File: src/rtl/cmd_queue_sched_if.sv
`default_nettype none
// ============================================================================
// Module      : cmd_queue_sched_if
// Description : UART-side, cmd_proc-side and status signals of cmd_queue_sched.
//               The ovf signal exists only when CMDQ_OVF_EN is defined.
// Revision    : 1.0 - initial release
// ============================================================================
interface cmd_queue_sched_if #(
    parameter int DEPTH = 4
);
    logic                     uart_rdy;
    logic [15:0]              uart_cmd;
    logic                     uart_clr;
    logic                     go;
    logic                     cmd_rdy;
    logic [15:0]              cmd;
    logic                     clr_cmd_rdy;
    logic                     flush;
    logic [$clog2(DEPTH):0]   q_cnt;
    logic                     q_full;
    logic                     q_empty;
`ifdef CMDQ_OVF_EN
    logic                     ovf;
`endif

    modport master (
        output uart_rdy, uart_cmd, go, clr_cmd_rdy, flush,
        input  uart_clr, cmd_rdy, cmd, q_cnt, q_full, q_empty
`ifdef CMDQ_OVF_EN
        , input ovf
`endif
    );

    modport slave (
        input  uart_rdy, uart_cmd, go, clr_cmd_rdy, flush,
        output uart_clr, cmd_rdy, cmd, q_cnt, q_full, q_empty
`ifdef CMDQ_OVF_EN
        , output ovf
`endif
    );
endinterface
`default_nettype wire

File: src/rtl/cmd_queue_sched.sv
`default_nettype none
// ============================================================================
// Module      : cmd_queue_sched
// Description : Command FIFO between UART_wrapper and cmd_proc; presents the
//               next command only after go has been low for GAP_CYC clocks.
//               Optional macro CMDQ_OVF_EN: drop words on full, sticky ovf.
// Revision    : 1.0 - initial release
// ============================================================================
module cmd_queue_sched #(
    parameter int DEPTH   = 4,
    parameter int GAP_CYC = 16
) (
    input  wire logic           clk,
    input  wire logic           rst,
    cmd_queue_sched_if.slave    bus
);
    localparam int c_AW = $clog2(DEPTH);
    localparam int c_CW = c_AW + 1;
    localparam int c_GW = $clog2(GAP_CYC + 1);
    localparam logic [c_CW-1:0] c_FULL_CNT = c_CW'(DEPTH);
    localparam logic [c_GW-1:0] c_GAP_LAST = c_GW'(GAP_CYC - 1);

    localparam logic [1:0] c_IDLE    = 2'd0;
    localparam logic [1:0] c_GAP     = 2'd1;
    localparam logic [1:0] c_PRESENT = 2'd2;
    localparam logic [1:0] c_BUSY    = 2'd3;

    logic [15:0]      r_mem [DEPTH];
    logic [c_AW-1:0]  r_wr_ptr;
    logic [c_AW-1:0]  r_rd_ptr;
    logic [c_CW-1:0]  r_cnt;
    logic             r_hold;
    logic             r_uart_clr;
    logic [1:0]       r_state;
    logic [1:0]       w_state_nxt;
    logic [c_GW-1:0]  r_gap_cnt;
    logic             w_cmd_rdy;

    logic w_full, w_empty, w_wr, w_drop, w_take, w_pop, w_gap_done;

    assign w_full  = (r_cnt == c_FULL_CNT);
    assign w_empty = (r_cnt == '0);
    assign w_wr    = bus.uart_rdy & ~w_full & ~r_hold & ~bus.flush;
    assign w_take  = w_wr | w_drop;
    assign w_pop   = (r_state == c_PRESENT) & bus.clr_cmd_rdy & ~w_empty & ~bus.flush;
    assign w_gap_done = (r_gap_cnt == c_GAP_LAST) & ~bus.go;

`ifdef CMDQ_OVF_EN
    logic r_ovf;

    // Full queue consumes and discards the word so the UART never stalls.
    assign w_drop = bus.uart_rdy & w_full & ~r_hold & ~bus.flush;

    always_ff @(posedge clk) begin
        if (rst || bus.flush) r_ovf <= 1'b0;
        else if (w_drop)      r_ovf <= 1'b1;
    end

    assign bus.ovf = r_ovf;
`else
    assign w_drop = 1'b0;
`endif

    always_ff @(posedge clk) begin
        if (w_wr) r_mem[r_wr_ptr] <= bus.uart_cmd;
    end

    // hold masks the cycle in which UART_wrapper is still dropping cmd_rdy.
    always_ff @(posedge clk) begin
        if (rst || bus.flush) begin
            r_wr_ptr   <= '0;
            r_rd_ptr   <= '0;
            r_cnt      <= '0;
            r_hold     <= 1'b0;
            r_uart_clr <= 1'b0;
        end else begin
            r_hold     <= w_take;
            r_uart_clr <= w_take;
            if (w_wr)  r_wr_ptr <= r_wr_ptr + 1'b1;
            if (w_pop) r_rd_ptr <= r_rd_ptr + 1'b1;
            case ({w_wr, w_pop})
                2'b10:   r_cnt <= r_cnt + 1'b1;
                2'b01:   r_cnt <= r_cnt - 1'b1;
                default: r_cnt <= r_cnt;
            endcase
        end
    end

    always_ff @(posedge clk) begin
        if (rst || bus.flush) r_state <= c_IDLE;
        else                  r_state <= w_state_nxt;
    end

    // Counter saturates so a finished gap with an empty queue presents the
    // next arrival without another GAP_CYC wait.
    always_ff @(posedge clk) begin
        if (rst || bus.flush) begin
            r_gap_cnt <= '0;
        end else if (r_state == c_GAP || r_state == c_BUSY) begin
            if (bus.go)                       r_gap_cnt <= '0;
            else if (r_gap_cnt != c_GAP_LAST) r_gap_cnt <= r_gap_cnt + 1'b1;
        end else begin
            r_gap_cnt <= '0;
        end
    end

    always_comb begin
        w_state_nxt = r_state;
        case (r_state)
            c_IDLE:    if (!w_empty)               w_state_nxt = c_GAP;
            c_GAP:     if (w_gap_done && !w_empty) w_state_nxt = c_PRESENT;
            c_PRESENT: if (w_pop)                  w_state_nxt = c_BUSY;
            c_BUSY:    if (bus.go || w_gap_done)   w_state_nxt = c_GAP;
            default:                               w_state_nxt = c_IDLE;
        endcase
    end

    always_comb begin
        w_cmd_rdy = 1'b0;
        if (r_state == c_PRESENT) w_cmd_rdy = 1'b1;
    end

    assign bus.cmd_rdy  = w_cmd_rdy;
    assign bus.cmd      = w_empty ? 16'h0000 : r_mem[r_rd_ptr];
    assign bus.uart_clr = r_uart_clr;
    assign bus.q_cnt    = r_cnt;
    assign bus.q_full   = w_full;
    assign bus.q_empty  = w_empty;
endmodule
`default_nettype wire

File: src/flat_wrapper.sv
// flat-port wrapper written by rule: the top's interface ports become plain ports
module cmd_queue_sched_flat 
#(
    parameter int DEPTH   = 4,
    parameter int GAP_CYC = 16
)
  (clk, rst, bus_uart_rdy, bus_uart_cmd, bus_go, bus_clr_cmd_rdy, bus_flush, bus_uart_clr, bus_cmd_rdy, bus_cmd, bus_q_cnt, bus_q_full, bus_q_empty);
  cmd_queue_sched_if #(.DEPTH(DEPTH)) bus_i ();
  input  wire logic clk;
  input  wire logic rst;
  input wire logic [$bits(bus_i.uart_rdy)-1:0] bus_uart_rdy;
  input wire logic [$bits(bus_i.uart_cmd)-1:0] bus_uart_cmd;
  input wire logic [$bits(bus_i.go)-1:0] bus_go;
  input wire logic [$bits(bus_i.clr_cmd_rdy)-1:0] bus_clr_cmd_rdy;
  input wire logic [$bits(bus_i.flush)-1:0] bus_flush;
  output wire logic [$bits(bus_i.uart_clr)-1:0] bus_uart_clr;
  output wire logic [$bits(bus_i.cmd_rdy)-1:0] bus_cmd_rdy;
  output wire logic [$bits(bus_i.cmd)-1:0] bus_cmd;
  output wire logic [$bits(bus_i.q_cnt)-1:0] bus_q_cnt;
  output wire logic [$bits(bus_i.q_full)-1:0] bus_q_full;
  output wire logic [$bits(bus_i.q_empty)-1:0] bus_q_empty;
  assign bus_i.uart_rdy = bus_uart_rdy;
  assign bus_i.uart_cmd = bus_uart_cmd;
  assign bus_i.go = bus_go;
  assign bus_i.clr_cmd_rdy = bus_clr_cmd_rdy;
  assign bus_i.flush = bus_flush;
  assign bus_uart_clr = bus_i.uart_clr;
  assign bus_cmd_rdy = bus_i.cmd_rdy;
  assign bus_cmd = bus_i.cmd;
  assign bus_q_cnt = bus_i.q_cnt;
  assign bus_q_full = bus_i.q_full;
  assign bus_q_empty = bus_i.q_empty;
  cmd_queue_sched #(.DEPTH(DEPTH), .GAP_CYC(GAP_CYC)) u_core (.clk(clk), .rst(rst), .bus(bus_i));
endmodule
File: config.mk
export PLATFORM = sky130hd
export DESIGN_NAME = cmd_queue_sched_flat
export DESIGN_NICKNAME = d
export VERILOG_FILES = /design/src/rtl/cmd_queue_sched_if.sv /design/src/rtl/cmd_queue_sched.sv /design/src/flat_wrapper.sv
export SDC_FILE = /design/constraint.sdc
export NUM_CORES = 1
export LEC_CHECK = 0
export CAP_MARGIN = 10
export CELL_PAD_IN_SITES_DETAIL_PLACEMENT = 1
export CELL_PAD_IN_SITES_GLOBAL_PLACEMENT = 2
export CORE_ASPECT_RATIO = 0.5
export CORE_UTILIZATION = 40
export CTS_BUF_LIST = sky130_fd_sc_hd__clkbuf_8 sky130_fd_sc_hd__clkbuf_16
export DETAILED_ROUTE_END_ITERATION = 8
export MAX_ROUTING_LAYER = met4
export PLACE_DENSITY_LB_ADDON = 0.2
export SYNTH_ARGS = -nofsm -noshare
export SYNTH_HDL_FRONTEND = slang
export SYNTH_SLANG_ARGS = --single-unit
File: constraint.sdc
create_clock -name clk -period 4.35 [get_ports clk]
set_clock_uncertainty 0.1 [all_clocks]
set_input_delay 1.0875 -clock clk [delete_from_list [all_inputs] [get_ports clk]]
set_output_delay 1.0875 -clock clk [all_outputs]
set_load 0.02 [all_outputs]
==> impl_metrics.json <==
{
  "grtUsageTotal_pct": 16.7,
  "drtAntennaViolNets": 0,
  "startpoint_type": "register",
  "fmax_mhz": 282,
  "netlist_instances": 204,
  "root_buffer": "clkbuf_16",
  "overflow": 0,
  "syn_to_final_growth_pct": 24.9,
  "die-area_mm2": 0.00889,
  "cts_tree": "done",
  "p_leak_nw": 1.40,
  "first_pass_iters": 4,
  "slew_headroom_pct": 43.2,
  "cts_resized": 0,
  "postLayoutCellArea_mm2": 0.00424,
  "start_util_pct": 41.9,
  "core_area_mm2": 0.00812,
  "fin_ws_ns": 0.798,
  "cts.clk_slew.worst_paths_ns": 0.06,
  "place_area_mm2": 0.00397,
  "drive_gt1_share_pct": 19.8,
  "cp.required_ns": 3.16,
  "end_kind": "output pin",
  "fin_nets": 292,
  "portBuffers": 44,
  "io_pins": 45,
  "die_h_um": 67.2,
  "period_needed_ns": 3.55,
  "worst_pin_slew_ns": 0.851,
  "crit_chain": "mux4_2 > and2_2 > clkdlybuf4s50_1",
  "n_fill_cell": 809,
  "ys_ff_latch": 81,
  "slowest_delay_ns": 0.87,
  "intPower_mw": 1.27,
  "ys.flop_type": "edfxtp_1",
  "timing_hold_violations_final": 0,
  "vias": 1832,
  "switching_power_mw": 0.342,
  "power.density_mw_per_mm2": 381,
  "synth_warnings": 0,
  "pre_cts_ws_ns": 0.724,
  "grt_pass1_vias": 1988,
  "min_path_type": "reg -> reg",
  "grt_pass1_wl_mm": 10.2,
  "hp-start": "u_core.r_gap_cnt[4]",
  "clockBufferDepth": 2,
  "cts.hold.buffers_added": 0,
  "maxCapViolCount": 0,
  "rows": 23,
  "drc": 0,
  "cts.sinks": 81,
  "drt_iter0_drc": 107,
  "post_drt_wl_per_cell_um": 17.0,
  "timing.final.crit_share_pct": 81.6,
  "slowest_stage": "dfxtp_1",
  "avgSynthCellArea_um2": 16.7,
  "viasPerCell": 4.90,
  "critPathBufInv": 1,
  "slew_violations": 0,
  "diodes": 0,
  "synthesis.area_mm2": 0.00340,
  "synth_edf_count": 64,
  "rsz0062_at_grt": "no",
  "clkPwrFrac_pct": 42.6,
  "setup_viol": 0,
  "cp_max_fo": 16,
  "critPathKind": "reg -> out",
  "peakVddDrop_mv": 0.201,
  "ys_seq_area_share_pct": 66.6,
  "tns_ns": 0,
  "dp_hpwl_mm": 4.21,
  "h-tree-depth": 3,
  "synth_nets": 239,
  "comb_power_share_pct": 4.8,
  "cts_buffers": 9,
  "async_flop_share_pct": 0,
  "pwr-share-seq_pct": 52.5,
  "place_congestion": 0.798,
  "crit_family": "flip-flops",
  "reg2reg_from": "u_core.bus.q_cnt[2]",
  "grt_antenna_before_repair": 0,
  "synth_cell_types": 36,
  "wl_mm": 6.37,
  "clock_latency_ns": 0.33,
  "outcome": "completed",
  "cp.arrival_ns": 2.36,
  "grt_max_degree": 23,
  "die_w_um": 132,
  "cts_setup_buffers": 0,
  "p_sw_share_pct": 21.1
}
## layout by cell type (no fill, tap or decap), drive strengths merged, types with 2 or more instances in the layout
cell type      count
a21oi              4
and2              20
and3               2
buf                5
clkbuf             9
clkdlybuf4s50     44
clkinv             2
clkinvlp           3
dfxtp             17
edfxtp            64
ha                12
inv               13
mux2i              2
mux4              16
nand4              3
nor2              18
nor2b              2
o21ai              3
or3                2
xnor2              3
xor2               5
## metal layers
metal | share of wire (%) | vias to the layer above | track usage [%]
met3 | 4.2 | 6 | 5.63
met1 | 45 | 930 | 19.0
met5 | 0 | - | -
li1 | - | 862 | -
met4 | 1.0 | 0 | 5.60
met2 | 50 | 34 | 28.4
## cells by family after synthesis
| logic type | synth area share (%) |
|---|---|
| compound gates | 3.09 |
| xor+xnor | 2.06 |
| fa+ha+maj | 5.01 |
| buf+inv | 2.69 |
| flops | 66.6 |
| mux | 11.2 |
| simple gates | 9.36 |
## power by group through the flow
stage	Combinational (mW)	Sequential, mW	Clock (mW)
global placement	0.0757	0.865	0
finish	0.0780	0.849	0.689
global route	0.0850	0.850	0.736
floorplan	0.0349	0.866	0
detailed placement	0.0792	0.866	0
CTS	0.0798	0.850	0.711
## cell type report
| class | count | area (um2) | area share [%] |
|---|---|---|---|
| Clock buffer | 9 | 225 | 5.31 |
| Timing Repair Buffer | 49 | 478 | 11.3 |
| Tap cell | 112 | 140 | 3.30 |
| Clock inverter | 7 | 52.6 | 1.24 |
| Multi-Input combinational cell | 105 | 1040 | 24.6 |
| Sequential cell | 81 | 2260 | 53.3 |
| Inverter | 11 | 41.3 | 0.973 |
## worst register-to-register path, delay by kind of cell, from the launching register on
family	cells	cell delay, ns
buffers and inverters	2	0.19
xor gates and xnor gates	1	0.16
AOI/OAI and AO/OA	1	0.15
DFF	1	0.39
adders and majority gates	2	0.56
and+or+nand+nor	3	0.96
## flip-flops by register name (all words and copies together) (netlist names), named ones only
register          count
u_core.r_gap_cnt      5
u_core.r_rd_ptr       2
u_core.r_hold         1
u_core.bus.q_cnt      3
u_core.r_state        2
u_core.r_wr_ptr       2
u_core.r_mem         64
## Yosys cell counts (2+ instances only)
master	count	area, um2
a21oi_1	4	20.0
and2_1	14	87.6
and2_2	6	45.0
buf_6	3	33.8
clkbuf_1	3	11.3
dfxtp_1	17	340
edfxtp_1	64	1920
ha_1	12	150
inv_1	11	41.3
mux2i_1	2	20.0
mux4_2	16	360
nand4_1	3	18.8
nor2_1	17	63.8
nor2b_1	2	12.5
o21ai_0	3	15.0
xnor2_1	3	26.3
xor2_1	5	43.8
## stage by stage
| step | utilization (%) | power [mW] | hold slack (ns) | std cells |
|---|---|---|---|---|
| after global routing | 52.3 | 1.67 | 0.464 | 374 |
| after floorplan | - | 0.901 | 0.359 | 204 |
| final | 52.3 | 1.62 | 0.397 | 374 |
| after detailed placement | 48.9 | 0.945 | 0.386 | 358 |
| after global placement | 48.9 | 0.941 | 0.367 | 358 |
| after CTS | 52.3 | 1.64 | 0.401 | 374 |
## worst paths after layout
check             slack (ns)                   to  depth (start not counted)
setup reg to reg        1.77  u_core.bus.q_cnt[2]                          9
hold reg to reg         0.40  u_core.r_gap_cnt[4]                          2
setup / recovery        0.80           bus_cmd[3]                          3
hold / removal          0.40  u_core.r_gap_cnt[4]                          2
Note: power is estimated with default switching activity, not from simulation.
==> RTL change (same settings) <==
`DEPTH` is set to 4 in 3 places; all go to 2.
--- a/src/rtl/cmd_queue_sched_if.sv
+++ b/src/rtl/cmd_queue_sched_if.sv
@@ -7,5 +7,5 @@
 // ============================================================================
 interface cmd_queue_sched_if #(
-    parameter int DEPTH = 4
+    parameter int DEPTH = 2
 );
     logic                     uart_rdy;
--- a/src/rtl/cmd_queue_sched.sv
+++ b/src/rtl/cmd_queue_sched.sv
@@ -8,5 +8,5 @@
 // ============================================================================
 module cmd_queue_sched #(
-    parameter int DEPTH   = 4,
+    parameter int DEPTH   = 2,
     parameter int GAP_CYC = 16
 ) (
--- a/src/flat_wrapper.sv
+++ b/src/flat_wrapper.sv
@@ -2,5 +2,5 @@
 module cmd_queue_sched_flat 
 #(
-    parameter int DEPTH   = 4,
+    parameter int DEPTH   = 2,
     parameter int GAP_CYC = 16
 )
Interface: changed (resized bus_q_cnt); port bits go from 45 to 44. No check against the original RTL was run, so the function may have changed too.
==> RTL change against the unedited design <==
Register-to-register slack gained 0.45 ns; wire length fell by 43%; sequential power decreased by 44%; power shrank 51%; area after synthesis down 44%; final area is 42% lower; hold slack gained 0.020 ns; sequential cell count shrank 36; worst setup slack improved by 0.16 ns; largest cell class unchanged.
==> RTL change: results (changes against the unedited design) <==
Root Buffer -> clkbuf_8
Worst R2R Start -> u_core.bus.q_cnt[0]$_SDFFE_PP0P_
Setup WS post-layout -> 0.9576 ns (+0.1593 ns)
multiplexer area fraction after synthesis -> 0.09511 (-0.01686)
RePlAce Congestion -> 0.7442 (-6.8%)
largest net degree at the start of global routing -> 19 (-17%)
port bufs -> 43 (-2.3%)
routed length per instance -> 14.68 um (-14%)
H-Tree Depth -> 2 (-1)
placed insts -> 240 (-33%)
clk_lat worst skew -> 0.29 ns (-0.04 ns)
EDFF count, synth -> 32 (-50%)
global-route wire length before repair -> 5789 um (-43%)
layout cells sized above 1 -> 0.07853 (-0.1199)
Post-Place Setup Slack -> 1.166 ns (+0.4416 ns)
Post-Syn Nets -> 174 (-27%)
worst ir drop on vdd -> 0.0001638 V (-18%)
worst slew pin tran -> 0.9491 ns (+0.09812 ns)
drt first-iter violations -> 10 (-91%)
worst endpoint data arrival time -> 2.20 ns (-0.16 ns)
predominant post-synthesis flop cell -> edfxtp_1
Distinct cells, synth -> 30 (-17%)
Routed WL -> 3640 um (-43%)
Vias/cell -> 4.831 (-1.4%)
Synth Area in Adders -> 0.05284 (+0.002748)
Pleak -> 0.8315 nW (-41%)
total CTS buffers -> 5 (-4)
worst r2r dst -> u_core.bus.q_cnt[1]$_SDFFE_PP0P_
postcts setup bufs -> 0 (unchanged)
status -> finished clean
CTS Buffer Depth -> 2 (unchanged)
Reg2Reg Depth -> 5 (-4)
clock slew at reported path FFs -> 0.09 ns (+0.03 ns)
largest registers -> u_core.r_mem x32, u_core.r_gap_cnt x5
nets -> 220 (-25%)
Synth Area in Compound Gates -> 0.02972 (-0.001217)
dpl cell area -> 2375 sq um (-40%)
reg2reg setup slack -> 2.22 ns (+0.45 ns)
critical path peak fanout -> 16 (unchanged)
post-synthesis sequential area ratio -> 0.6446 (-0.02128)
hold_ws -> 0.4170 ns (+0.02021 ns)
number of global-route vias before repair -> 1207 (-39%)
First-pass DRT Iterations -> 3 (-1)
synth top area cells -> edfxtp_1 51%, dfxtp_1 14%, mux2i_1 9.5%
GR Util All Layers -> 0.1643 (-0.002746)
DP HPWL -> 2643 um (-37%)
Avg Cell Area, Syn -> 13.15 sq um (-21%)
Commonest cells post-synth -> 32 x edfxtp_1, 32 x nor2_1, 18 x mux2i_1, 13 x dfxtp_1, 8 x ha_1
XOR/XNOR Fraction of Synth Area -> 0.03633 (+0.01570)
==> RTL change: logic make-up (layout without fill, tap and decap cells) <==
logic type | count (synthesis) | after routing
AOI/OAI and AO/OA | 10 | 10
xor gates and xnor gates | 7 | 7
adders and majority gates | 8 | 8
buffers and inverters | 11 | 58
DFF | 45 | 45
muxes | 18 | 18
and+or+nand+nor | 45 | 45
==> RTL change: where the power goes <==
| part | leakage [nW] | internal [W] | switching (W) |
|---|---|---|---|
| sequential | 0.398 | 0.000469 | 0.00000376 |
| clock | 0.0445 | 0.000114 | 0.000145 |
| combinational | 0.389 | 0.0000333 | 0.0000293 |
| total | 0.832 | 0.000616 | 0.000178 |
==> RTL change: final cells by class <==
type                       instances  area [sq um]
tap                               57         71.32
sequential                        45          1221
inverter                           5         18.77
multi-input combinational         88         618.1
timing repair buffer              45         445.4
clock buffer                       5         68.82
clock inverter                     3         21.27
fill                             456          2002
==> RTL change: how the worst max path moves through the flow <==
stage | startpoint | end | cells past startpoint
final | flip-flop | bus_cmd[6] | 3
after global placement | bus_flush | u_core.bus.q_cnt[1]$_SDFFE_PP0P_ | 5
after floorplan | bus_flush | u_core.r_mem[0][0]$_DFFE_PP_ | 3
after CTS | flip-flop | bus_cmd[5] | 3
after detailed placement | bus_flush | u_core.bus.q_cnt[1]$_SDFFE_PP0P_ | 5
after global routing | flip-flop | bus_cmd[6] | 3
==> RTL change: routing by layer <==
| layer | vias up | GRT usage | share of wire |
|---|---|---|---|
| li1 | 591 | - | - |
| met1 | 578 | 0.1848 | 0.44 |
| met2 | 25 | 0.2836 | 0.50 |
| met3 | 4 | 0.04875 | 0.043 |
| met4 | 0 | 0.05882 | 0.0093 |
| met5 | - | - | 0 |
==> RTL change: critical path: stages (launching register included) <==
cell             delay [ns]
dfxtp_1                0.95
mux2i_1                0.19
nor2_1                 0.14
clkdlybuf4s50_1        0.62
==> RTL change: through the flow <==
stage | power [W] | utilization
after detailed placement | 0.0005463 | 0.5317
after global placement | 0.0005429 | 0.5317
final | 0.0007946 | 0.5518
after floorplan | 0.0005090 | -
after CTS | 0.0008037 | 0.5518
after global routing | 0.0008227 | 0.5518
